`config.mk`:
```
export PLATFORM = sky130hd
export DESIGN_NAME = pwm_duty_controller
export DESIGN_NICKNAME = d
export VERILOG_FILES = /design/src/rtl/pwm_pkg.sv /design/src/rtl/pwm_duty_controller_debounce_sync.sv /design/src/rtl/pwm_duty_controller.sv
export SDC_FILE = /design/constraint.sdc
export NUM_CORES = 1
export LEC_CHECK = 0
export BUFFER_PORTS_ARGS = -buffer_cell sky130_fd_sc_hd__buf_2
export CELL_PAD_IN_SITES_DETAIL_PLACEMENT = 0
export CELL_PAD_IN_SITES_GLOBAL_PLACEMENT = 2
export CORE_ASPECT_RATIO = 1.4
export CORE_MARGIN = 1
export CORE_UTILIZATION = 30
export CTS_BUF_LIST = sky130_fd_sc_hd__clkbuf_8 sky130_fd_sc_hd__clkbuf_16
export DETAILED_ROUTE_END_ITERATION = 7
export GPL_TIMING_DRIVEN = 0
export PLACE_DENSITY = 0.75
export SETUP_SLACK_MARGIN = 0.1
export SYNTH_ARGS = -nofsm -noshare
export SYNTH_HDL_FRONTEND = slang
export SYNTH_SLANG_ARGS = --single-unit
```
`constraint.sdc`:
```
create_clock -name clk -period 5.3 [get_ports clk]
set_clock_uncertainty 0.05 [all_clocks]
set_input_delay 0.795 -clock clk [delete_from_list [all_inputs] [get_ports clk]]
set_output_delay 0.795 -clock clk [all_outputs]
set_load 0.02 [all_outputs]
```
`src/rtl/pwm_pkg.sv`:
```
// Shared definitions for the push-button PWM duty controller.
package pwm_pkg;

    localparam int PWM_W   = 7;
    localparam int PWM_MAX = 99;

    typedef enum logic [1:0] {
        IDLE   = 2'd0,
        HOLD   = 2'd1,
        REPEAT = 2'd2
    } state_t;

    // Saturating duty step. Computed 8 bits wide so the up path cannot
    // overflow, and the down path compares before subtracting so it never wraps.
    function automatic logic [PWM_W-1:0] sat_step(
        input logic [PWM_W-1:0] cur,
        input logic             up,
        input logic [7:0]       step
    );
        logic [7:0]       wide;
        logic [PWM_W-1:0] res;
        wide = {1'b0, cur};
        if (up) begin
            wide = wide + step;
            if (wide > 8'(PWM_MAX)) begin
                res = PWM_W'(PWM_MAX);
            end else begin
                res = wide[PWM_W-1:0];
            end
        end else begin
            if (wide < step) begin
                res = {PWM_W{1'b0}};
            end else begin
                wide = wide - step;
                res  = wide[PWM_W-1:0];
            end
        end
        return res;
    endfunction

endpackage

```
`src/rtl/pwm_duty_controller_debounce_sync.sv`:
```
// Two-flop synchronizer followed by a stable-level debounce counter.
module debounce_sync #(
    parameter int DB_CYCLES = 16
) (
    input  logic clk,
    input  logic rst,
    input  logic ena,
    input  logic din,
    output logic dout
);

    localparam int CW = (DB_CYCLES > 1) ? $clog2(DB_CYCLES) : 1;

    logic          r_sync1;
    logic          r_sync2;
    logic          r_db;
    logic [CW-1:0] r_cnt;

    // Synchronizer runs every clock, independent of the enable.
    always_ff @(posedge clk) begin
        if (rst) begin
            r_sync1 <= 1'b0;
            r_sync2 <= 1'b0;
        end else begin
            r_sync1 <= din;
            r_sync2 <= r_sync1;
        end
    end

    // Count consecutive enabled cycles of disagreement; flip the clean level once stable long enough.
    always_ff @(posedge clk) begin
        if (rst) begin
            r_db  <= 1'b0;
            r_cnt <= {CW{1'b0}};
        end else if (ena) begin
            if (r_sync2 == r_db) begin
                r_cnt <= {CW{1'b0}};
            end else if (r_cnt == CW'(DB_CYCLES - 1)) begin
                r_db  <= r_sync2;
                r_cnt <= {CW{1'b0}};
            end else begin
                r_cnt <= r_cnt + {{(CW-1){1'b0}}, 1'b1};
            end
        end
    end

    assign dout = r_db;

endmodule

```
`src/rtl/pwm_duty_controller.sv`:
```
// Button-driven duty controller: debounce, key FSM with auto-repeat,
// saturating target, and a period-aligned Npwm shadow register.
module pwm_duty_controller
    import pwm_pkg::*;
#(
    parameter int DB_CYCLES    = 16,
    parameter int REPEAT_DELAY = 64,
    parameter int REPEAT_RATE  = 16,
    parameter int STEP         = 1,
    parameter int INIT_DUTY    = 0
) (
    input  logic             clk,
    input  logic             rst,
    input  logic             ena,
    input  logic             xu,
    input  logic             xd,
    input  logic             pstart,
    output logic [PWM_W-1:0] Npwm,
    output logic             at_max,
    output logic             at_min
);

    localparam int          RC_MAX = (REPEAT_DELAY > REPEAT_RATE) ? REPEAT_DELAY : REPEAT_RATE;
    localparam int          RC_W   = $clog2(RC_MAX) + 1;
    localparam logic [7:0]  STEP_W = 8'(STEP);

    logic             w_db_up;
    logic             w_db_dn;
    logic             w_key_up;
    logic             w_key_dn;
    logic             w_release;
    logic             w_step;
    logic             w_dir_nxt;
    logic [RC_W-1:0]  w_rc_nxt;
    state_t           w_state_nxt;
    logic [PWM_W-1:0] w_target_step;

    state_t           r_state;
    logic [RC_W-1:0]  r_rc;
    logic             r_dir;
    logic [PWM_W-1:0] r_target;
    logic [PWM_W-1:0] r_npwm;

    debounce_sync #(.DB_CYCLES(DB_CYCLES)) u_db_up (
        .clk (clk),
        .rst (rst),
        .ena (ena),
        .din (xu),
        .dout(w_db_up)
    );

    debounce_sync #(.DB_CYCLES(DB_CYCLES)) u_db_dn (
        .clk (clk),
        .rst (rst),
        .ena (ena),
        .din (xd),
        .dout(w_db_dn)
    );

    // Both buttons down decodes as no key.
    assign w_key_up  = w_db_up & ~w_db_dn;
    assign w_key_dn  = w_db_dn & ~w_db_up;
    // Leaving the latched direction (to none or the opposite key) ends the hold.
    assign w_release = r_dir ? ~w_key_up : ~w_key_dn;

    // Next-state, repeat counter and step-request decode.
    always_comb begin
        w_state_nxt = r_state;
        w_rc_nxt    = r_rc;
        w_dir_nxt   = r_dir;
        w_step      = 1'b0;
        case (r_state)
            IDLE: begin
                if (w_key_up || w_key_dn) begin
                    w_state_nxt = HOLD;
                    w_rc_nxt    = {RC_W{1'b0}};
                    w_dir_nxt   = w_key_up;
                    w_step      = 1'b1;
                end else begin
                    w_state_nxt = IDLE;
                end
            end
            HOLD: begin
                if (w_release) begin
                    w_state_nxt = IDLE;
                    w_rc_nxt    = {RC_W{1'b0}};
                end else if (r_rc == RC_W'(REPEAT_DELAY - 1)) begin
                    w_state_nxt = REPEAT;
                    w_rc_nxt    = {RC_W{1'b0}};
                    w_step      = 1'b1;
                end else begin
                    w_rc_nxt    = r_rc + {{(RC_W-1){1'b0}}, 1'b1};
                end
            end
            REPEAT: begin
                if (w_release) begin
                    w_state_nxt = IDLE;
                    w_rc_nxt    = {RC_W{1'b0}};
                end else if (r_rc == RC_W'(REPEAT_RATE - 1)) begin
                    w_rc_nxt    = {RC_W{1'b0}};
                    w_step      = 1'b1;
                end else begin
                    w_rc_nxt    = r_rc + {{(RC_W-1){1'b0}}, 1'b1};
                end
            end
            default: begin
                w_state_nxt = IDLE;
                w_rc_nxt    = {RC_W{1'b0}};
            end
        endcase
    end

    assign w_target_step = sat_step(r_target, w_dir_nxt, STEP_W);

    // FSM, target and shadow register; Npwm samples the pre-step target on pstart.
    always_ff @(posedge clk) begin
        if (rst) begin
            r_state  <= IDLE;
            r_rc     <= {RC_W{1'b0}};
            r_dir    <= 1'b0;
            r_target <= PWM_W'(INIT_DUTY);
            r_npwm   <= PWM_W'(INIT_DUTY);
        end else if (ena) begin
            r_state <= w_state_nxt;
            r_rc    <= w_rc_nxt;
            r_dir   <= w_dir_nxt;
            if (w_step) begin
                r_target <= w_target_step;
            end
            if (pstart) begin
                r_npwm <= r_target;
            end
        end
    end

    assign Npwm   = r_npwm;
    assign at_max = (r_target == PWM_W'(PWM_MAX));
    assign at_min = (r_target == {PWM_W{1'b0}});

endmodule

```
==> reports/results.ini, run 1 <==
[timing]
final.setup.tns_ns=0
max_slew_margin=0.568
setup_slack_ns=2.64
fin_crit_sh=0.502
period_minus_slack_ns=2.66
setup_viol=0
tightest_slew_ns=0.649
slew_viol_final=0
hold_viol=0
rsz0062_at_grt=false
max_freq_mhz=376

[grt]
grt-ovfl-total=0
antenna_found_initial=0
grt_pass1_vias=1748
grtUsageTotal=0.152
grt_max_degree=12
grt_pass1_wl_um=8760

[floorplanning]
io_pins=15
rows=36
chipHeight_um=103
start_util=0.312
die_x_um=74.2
coreArea_um2=7030
dieArea_um2=7650

[drt]
avgViaCountPerCell=5.02
wire_per_inst_um=13.9
route.met2.wl_um=2650
num_vias=1894
drtIter0Drc=55
dr.pass1.iters=4
antenna_left=0
drc=0
totalWireLength_um=5230
wl_met3_um=107
top_layer_used=met4
wl_met1_um=2420

[place]
place.gp.congestion=0.790
io_buffers=11
post-place-ws_ns=2.89
dp_hpwl_um=3840

[synthesis]
synth-edff-count=0
avgSynthCellArea_um2=8.29
yosysWarnings=0
synth_cells=264
ys.flop_type=dfxtp_1
synth_async_sr_flop_share=0
synth.ff_latch_count=38
syn-num-nets=283
synth_seq_area_share=0.347
ys_types=53
syn_area_um2=2190

[finish]
drive_above_1_share=0.138
fillers=797
post-route-util=0.352
antennaDiodeCount=0
area_growth_pct=13.1
layout.nets=301

[hold_path]
hp-start=Npwm[1]
whs_path_depth=2
hold_class=reg -> reg
holdPathEnd=Npwm[1]

[clock_tree]
ctsHoldBuffers=0
numCtsBuffers=5
clk_latency_ns=0.29
cts_tree=built
post_cts_buffers=0
clkTransAtPathRegs_ns=0.08
cts_resized=0
cts_sinks=38
cts-root-buf=clkbuf_8
htreeDepth=2
cts_buffer_depth=2

[critical_path]
r2r_end=r_target[3]
crit_fanout=8
ff2ff_setup_slack_ns=2.89
end_kind=output pin
arrival_ns=1.82
critical_path_class=reg -> out
worstPathRequired_ns=4.45
r2r-start=u_db_up.dout
start_kind=flip-flop
r2r_cells=8

[flow_run]
cap_violations=0

[power]
power_density_nw_per_um2=229
ir_worst_vdd_mv=0.0881
fin_total_pwr_mw=0.567
power_leakage_nw=0.914

[run_status]
status=complete, no violations

==> worst max-delay path: stages (launching register included) <==
cell and delay [ns]:
dfxtp_1 0.31, buf_6 0.13, or2_1 0.21, buf_6 0.13
or3_4 0.36, nor3b_1 0.20, buf_2 0.19
==> cell usage after synthesis, types with 5 or more instances <==
cell type	count	area share
nor2_1	26	0.045
nand2_1	24	0.041
nor3_1	5	0.011
nand2b_1	5	0.014
nand3_1	20	0.046
nor2b_1	7	0.020
ha_1	13	0.074
mux2_2	5	0.026
o21ai_0	8	0.018
xor2_1	6	0.024
clkbuf_1	7	0.012
a21oi_1	22	0.050
nand4_1	5	0.014
inv_1	8	0.014
dfxtp_1	38	0.35
==> cell families (layout without fill, tap and decap cells) <==
group           count (synthesis)  in the layout  synth area share
mux                            11             11            0.0611
simple gates                  111            111             0.254
xor+xnor                       10             10            0.0400
fa+ha+maj                      13             13            0.0743
buf+inv                        24             42            0.0526
compound gates                 57             57             0.170
flops                          38             38             0.347
==> where the power goes <==
part / leakage (nW) / switching [mW] / total [mW] / internal [mW]
Sequential: 0.307 / 0.00170 / 0.289 / 0.288
Clock: 0.0573 / 0.103 / 0.254 / 0.151
Combinational: 0.550 / 0.0170 / 0.0243 / 0.00724
Total: 0.914 / 0.122 / 0.567 / 0.445
==> worst max path at each step <==
stage,start,end,slack [ns]
CTS,r_target[4],at_min,2.62
floorplan,r_target[4],at_min,2.82
global placement,u_db_up.dout,r_target[3],2.94
finish,r_target[4],at_min,2.64
global route,r_target[4],at_min,2.52
detailed placement,u_db_up.dout,r_target[3],2.89
==> stage by stage <==
| stage | instances | hold slack (ns) | area (um^2) |
|---|---|---|---|
| 5_1_grt | 377 | 0.429 | 2480 |
| 4_1_cts | 377 | 0.407 | 2480 |
| 2_1_floorplan | 264 | 0.364 | 2190 |
| 3_5_place_dp | 370 | 0.389 | 2360 |
| 6_report | 377 | 0.404 | 2480 |
| 3_3_place_gp | 370 | 0.371 | 2360 |
==> layout make-up <==
cell class | instances | area, um^2 | share of cell area
Buffer | 16 | 85.1 | 0.0344
Clock buffer | 6 | 82.6 | 0.0334
Clock inverter | 1 | 30.0 | 0.0121
Inverter | 8 | 30.0 | 0.0121
Multi-Input combinational cell | 202 | 1310 | 0.531
Sequential cell | 38 | 761 | 0.307
Tap cell | 95 | 119 | 0.0480
Timing Repair Buffer | 11 | 55.1 | 0.0222
==> flip-flops by register name, indices dropped and copies added, names as in the netlist, 2 cells and up <==
signal	flops
u_db_up.r_cnt	4
r_target	7
r_state	2
u_db_dn.r_cnt	4
Npwm	7
r_rc	7
==> cells in the final DEF (no fill, tap or decap), drive strengths merged, types with 6 or more instances in the layout <==
master  count
dfxtp      38
nor2       26
nand2      24
a21oi      23
nand3      20
buf        19
clkbuf     14
ha         13
o21ai       9
inv         8
nor2b       8
xor2        6
mux2        6
==> layer usage <==
metal	global-route usage	vias up
met2	0.254	20
met1	0.193	903
met3	0.0323	4
met4	0.0503	0
met5	0	-
li1	-	967
(Power assumes the default switching activity.)
==> inputs of run 2 (changes only) <==
==> constraint.sdc (replaced) <==
create_clock -name clk -period 2.5 [get_ports clk]
set_clock_uncertainty 0.05 [all_clocks]
set_input_delay 0.375 -clock clk [delete_from_list [all_inputs] [get_ports clk]]
set_output_delay 0.375 -clock clk [all_outputs]
set_load 0.02 [all_outputs]
==> run 2 against run 1 <==
Net effect:
- global-route usage did not move
- sequential cell count unchanged
- critical path depth up 2
- die area is the same
- largest cell class unchanged
- largest power group unchanged
==> reports/results.ini, run 2 (same netlist as run 1, synthesis figures left out) <==
[run_status]
status=complete, no violations

[floorplanning]
rows=36  ; unchanged
chipHeight_um=103  ; unchanged
io_pins=15  ; unchanged
start_util=0.312  ; unchanged
dieArea_um2=7650  ; unchanged
die_x_um=74.2  ; unchanged
coreArea_um2=7030  ; unchanged

[timing]
max_slew_margin=0.567  ; -0.00113
slew_viol_final=0  ; unchanged
hold_viol=0  ; unchanged
setup_viol=0  ; unchanged
final.setup.tns_ns=0  ; unchanged
fin_crit_sh=0.900
rsz0062_at_grt=false
tightest_slew_ns=0.650  ; +0.00169 ns
setup_slack_ns=0.251  ; -2.39 ns
whs_ns=0.260  ; -0.144 ns
period_minus_slack_ns=2.25
max_freq_mhz=445

[place]
io_buffers=11  ; unchanged
place.gp.congestion=0.790  ; unchanged
post-place-ws_ns=0.0872  ; -2.80 ns
dp_hpwl_um=3840  ; unchanged

[grt]
grt-ovfl-total=0  ; unchanged
antenna_found_initial=0  ; unchanged
grt_pass1_vias=1748  ; unchanged
grt_max_degree=12  ; unchanged
grtUsageTotal=0.152  ; unchanged
grt_pass1_wl_um=8760  ; unchanged

[clock_tree]
ctsHoldBuffers=0  ; unchanged
cts_sinks=38  ; unchanged
cts_buffer_depth=2  ; unchanged
numCtsBuffers=5  ; unchanged
htreeDepth=2  ; unchanged
cts_tree=built
cts-root-buf=clkbuf_8
clkTransAtPathRegs_ns=0.07  ; about the same
clk_latency_ns=0.29  ; about the same

[drt]
wire_per_inst_um=13.8  ; -0.19%
drc=0  ; unchanged
avgViaCountPerCell=4.99  ; -0.69%
num_vias=1891  ; -0.16%
antenna_left=0  ; unchanged
totalWireLength_um=5240  ; +0.34%
dr.pass1.iters=4  ; unchanged
drtIter0Drc=59  ; +7.3%

[finish]
antennaDiodeCount=0  ; unchanged
layout_common_cells=dfxtp_1, nor2_1, nand2_1
area_growth_pct=14.0
final_common_cell=dfxtp_1
post-route-util=0.355  ; +0.00285
drive_above_1_share=0.144  ; +0.00607
layout.nets=303  ; +0.66%

[critical_path]
critical_path_class=reg -> reg
start_kind=flip-flop
crit_slowest_cell=a2111oi_0
end_kind=flip-flop
worstPathRequired_ns=2.66  ; -1.79 ns
max_stage_delay_ns=0.42  ; +0.06 ns
cp_cell_sequence=inv_1, ha_1, nor2b_4, mux2i_4, nand3_1, a2111oi_0, a21oi_1, o22ai_1
arrival_ns=2.41  ; +0.59 ns
crit_fanout=4  ; -4

[power]
ir_worst_vdd_mv=0.187  ; +110%
power_density_nw_per_um2=484  ; +110%
power_leakage_nw=0.930  ; +1.7%
fin_total_pwr_mw=1.21  ; +110%

[hold_path]
hold_class=in -> reg

[flow_run]
cap_violations=0  ; unchanged

[run 2: cell types whose count changed in the layout (fill, tap and decap cells not counted), sizes merged]
cell / before / now
buf: 19 / 21
[run 2: final timing paths]
check	to	startpoint	slack (ns)	cells after the start
worst max-delay path	r_target[3]	u_db_up.dout	0.25	8
worst min-delay path	u_db_up.r_sync1	xu	0.26	2
worst max register to register	r_target[3]	u_db_up.dout	0.25	8
worst min register to register	Npwm[1]	Npwm[1]	0.40	2
[run 2: area by class of cell]
| cell class | instances | area [um^2] |
|---|---|---|
| Timing Repair Buffer | 13 | 70.1 |
| Tap cell | 95 | 119 |
| Fill cell | 794 | 4530 |
| Sequential cell | 38 | 761 |
| Multi-Input combinational cell | 202 | 1320 |
| Inverter | 8 | 30.0 |
| Clock buffer | 6 | 82.6 |
| Buffer | 16 | 85.1 |
| Clock inverter | 1 | 30.0 |
[run 2: where the power goes]
part / internal [mW] / total (mW) / switching, mW
logic: 0.0176 / 0.0542 / 0.0366
registers: 0.610 / 0.613 / 0.00361
clock network: 0.319 / 0.541 / 0.221
total: 0.947 / 1.21 / 0.261
[run 2: repair_timing]
item                                    in CTS  in global routing
gates resized for setup                      1                  0
cloned                                       0                  0
endpoints found under the setup margin       1                  1
buffers inserted                             0                  2
hold endpoints to repair                     0                  0
pin swaps                                    0                  0
[run 2: stage by stage]
step	instance area (um^2)	instances
detailed placement	2360	370
CTS	2480	377
floorplan	2190	264
global route	2500	379
finish	2500	379
global placement	2360	370
[run 2: worst max-delay path: cells and delay by family (launching register included)]
kind | cells | cell delay, ns
muxes | 1 | 0.30
and+or+nand+nor | 2 | 0.35
DFF | 1 | 0.41
adders and majority gates | 1 | 0.34
buffers and inverters | 1 | 0.06
AOI/OAI and AO/OA | 3 | 0.66
[run 2: routing by layer]
layer  part of all wire  track usage  vias up
li1                   -            -      972
met1               0.46        0.193      888
met2               0.50        0.254       24
met3              0.027       0.0323        7
met4              0.015       0.0503        0
met5                  0            0        -
==> inputs of run 3 (changes only) <==
--- a/config.mk
+++ b/config.mk
@@ -5,6 +5,7 @@
 export SDC_FILE = /design/constraint.sdc
 export NUM_CORES = 1
 export LEC_CHECK = 0
+export ABC_AREA = 1
 export BUFFER_PORTS_ARGS = -buffer_cell sky130_fd_sc_hd__buf_2
 export CELL_PAD_IN_SITES_DETAIL_PLACEMENT = 0
 export CELL_PAD_IN_SITES_GLOBAL_PLACEMENT = 2
@@ -14,7 +15,7 @@
 export CTS_BUF_LIST = sky130_fd_sc_hd__clkbuf_8 sky130_fd_sc_hd__clkbuf_16
 export DETAILED_ROUTE_END_ITERATION = 7
 export GPL_TIMING_DRIVEN = 0
-export PLACE_DENSITY = 0.75
+export PLACE_DENSITY = 0.79
 export SETUP_SLACK_MARGIN = 0.1
 export SYNTH_ARGS = -nofsm -noshare
 export SYNTH_HDL_FRONTEND = slang
==> run 3 against run 2 <==
Net effect:
- utilization shrank 0.30 points
- non-clock buffer count shrank 8
- worst hold slack lost 0.023 ns
- synthesized cell count grew 16%
- largest power group unchanged
==> reports/results.ini, run 3 <==
[drt]
dr.pass1.iters=4  ; unchanged
drtIter0Drc=66  ; +12%
avgViaCountPerCell=4.59  ; -8.0%
antenna_left=0  ; unchanged
wire_per_inst_um=12.1  ; -12%
drc=0  ; unchanged
totalWireLength_um=5140  ; -2.0%
num_vias=1947  ; +3.0%

[place]
dp_cells=416  ; +12%
dp_hpwl_um=3890  ; +1.5%
place.gp.congestion=0.740  ; -6.3%
io_buffers=14  ; +3
post-place-ws_ns=0.528  ; +0.441 ns
placed_area_um2=2330  ; -1.2%

[synthesis]
synth_fa_ha_area_frac=0.0758  ; +0.00152
synthMostInstantiatedCell=nand2_1
yosysWarnings=0  ; unchanged
ys_top_cells_by_area=dfxtp_1, nand2_1, ha_1, a21oi_1, nor2_1
synthMuxAreaShare=0  ; -0.0611
synth_cells=307  ; +16%
synth_top_area_cell=dfxtp_1
synth_compound_area_frac=0.162  ; -0.00877
avgSynthCellArea_um2=6.99  ; -16%
synth-edff-count=0  ; unchanged
syn-num-nets=326  ; +15%
syn_area_um2=2150  ; -2.0%
yosys.area.top_type_share=0.355  ; +0.00709
synthXorXnorAreaFrac=0.0490  ; +0.00898
synth_seq_area_share=0.355  ; +0.00709
synth_common_cells=nand2_1, dfxtp_1, nor2_1, a21oi_1, inv_1
yosys.area_share.simple=0.270  ; +0.0157
ys_types=33  ; -38%
synth.ff_latch_count=38  ; unchanged
synth_async_sr_flop_share=0  ; unchanged
ys.flop_type=dfxtp_1
synth_top_family_by_area=simple AND/OR/NAND/NOR gates

[clock_tree]
htreeDepth=2  ; unchanged
cts_tree=built
clkTransAtPathRegs_ns=0.07  ; about the same
ctsHoldBuffers=0  ; unchanged
cts_resized=0  ; -1
cts-root-buf=clkbuf_8
numCtsBuffers=5  ; unchanged
post_cts_buffers=0  ; unchanged
clk_latency_ns=0.29  ; about the same
cts_sinks=38  ; unchanged
cts_buffer_depth=2  ; unchanged

[floorplanning]
rows=36  ; unchanged
chipHeight_um=102  ; -0.98%
coreArea_um2=6940  ; -1.3%
start_util=0.309  ; -0.00227
dieArea_um2=7500  ; -2.0%
die_x_um=73.5  ; -0.98%
io_pins=15  ; unchanged

[finish]
multi_input_area_um2=1190  ; -9.5%
regArea_um2=761  ; unchanged
final_cell_count_no_fill=424  ; +12%
final_common_cell=nand2_1
antennaDiodeCount=0  ; unchanged
layout.nets=347  ; +15%
fillers=803  ; +1.1%
area_growth_pct=13.9
drive_above_1_share=0.155  ; +0.0106
layout_common_cells=nand2_1, dfxtp_1, nor2_1
final_area_um2=2440  ; -2.1%

[timing]
fin_crit_sh=0.786  ; -0.113
period_minus_slack_ns=1.97  ; -0.284 ns
setup_slack_ns=0.534  ; +0.284 ns
final.setup.tns_ns=0  ; unchanged
max_freq_mhz=509  ; +14%
tightest_slew_ns=0.485  ; -0.166 ns
max_slew_margin=0.677  ; +0.110
rsz0062_at_grt=false
setup_viol=0  ; unchanged
slew_viol_final=0  ; unchanged
hold_viol=0  ; unchanged

[grt]
grtUsageTotal=0.149  ; -0.00304
antenna_found_initial=0  ; unchanged
grt_pass1_vias=1864  ; +6.6%
grt_pass1_wl_um=8640  ; -1.3%
grt_max_degree=13  ; +1
grt-ovfl-total=0  ; unchanged

[critical_path]
worstPathRequired_ns=2.63  ; -0.03 ns
end_kind=flip-flop
crit_fanout=9  ; +5
start_kind=flip-flop
arrival_ns=2.10  ; -0.31 ns
critical_path_class=reg -> reg

[hold_path]
hold_class=in -> reg

[flow_run]
cap_violations=0  ; unchanged

[run_status]
status=complete, no violations

[power]
ir_worst_vdd_mv=0.327  ; +75%
power_leakage_nw=1.09  ; +17%
power_density_nw_per_um2=506  ; +4.6%
fin_total_pwr_mw=1.24  ; +2.4%

run 3: metal layers:
| metal | track usage | share of wire | vias to the layer above |
|---|---|---|---|
| li1 | - | - | 1031 |
| met1 | 0.169 | 0.44 | 892 |
| met5 | 0 | 0 | - |
| met2 | 0.279 | 0.53 | 20 |
| met3 | 0.0266 | 0.016 | 4 |
| met4 | 0.0444 | 0.0099 | 0 |
run 3: worst paths after layout:
kind	startpoint	end	slack [ns]	cells past startpoint
worst min-delay path	xd	u_db_dn.r_sync1	0.24	3
worst max register to register	u_db_up.dout	r_target[5]	0.53	10
worst min register to register	u_db_up.r_sync1	u_db_up.r_sync2	0.35	2
worst max-delay path	u_db_up.dout	r_target[5]	0.53	10
run 3: cell families after synthesis:
kind of cell               Yosys count
adders and majority gates           13
DFF                                 38
and+or+nand+nor                    134
xor gates and xnor gates            12
buffers and inverters               49
AOI/OAI and AO/OA                   61
run 3: final cells by class:
| cell class | instances | share of cell area |
|---|---|---|
| buffer | 7 | 0.0138 |
| clock buffer | 5 | 0.0282 |
| clock inverter | 3 | 0.0164 |
| inverter | 42 | 0.0645 |
| multi-input combinational | 220 | 0.488 |
| sequential | 38 | 0.311 |
| tap | 95 | 0.0486 |
| timing repair buffer | 14 | 0.0287 |
run 3: stage by stage:
stage | util | hold WS (ns)
final | 0.352 | 0.237
after global routing | 0.352 | 0.227
after CTS | 0.352 | 0.227
after detailed placement | 0.337 | 0.349
after global placement | 0.337 | 0.347
after floorplan | - | 0.338
run 3: worst max-delay path, stage by stage, from the launching register on:
cell	delay (ns)
dfxtp_1	0.37
inv_1	0.07
ha_1	0.34
inv_1	0.07
nand2_1	0.11
o21ai_2	0.39
nor2_2	0.17
nand2_1	0.10
nand2_1	0.05
nor2_1	0.09
nor2_1	0.05
run 3: power by group:
| group | leakage [nW] | internal [mW] | switching, mW | total [mW] |
|---|---|---|---|---|
| registers | 0.309 | 0.619 | 0.00832 | 0.627 |
| clock network | 0.0579 | 0.294 | 0.228 | 0.522 |
| logic | 0.726 | 0.0271 | 0.0604 | 0.0875 |
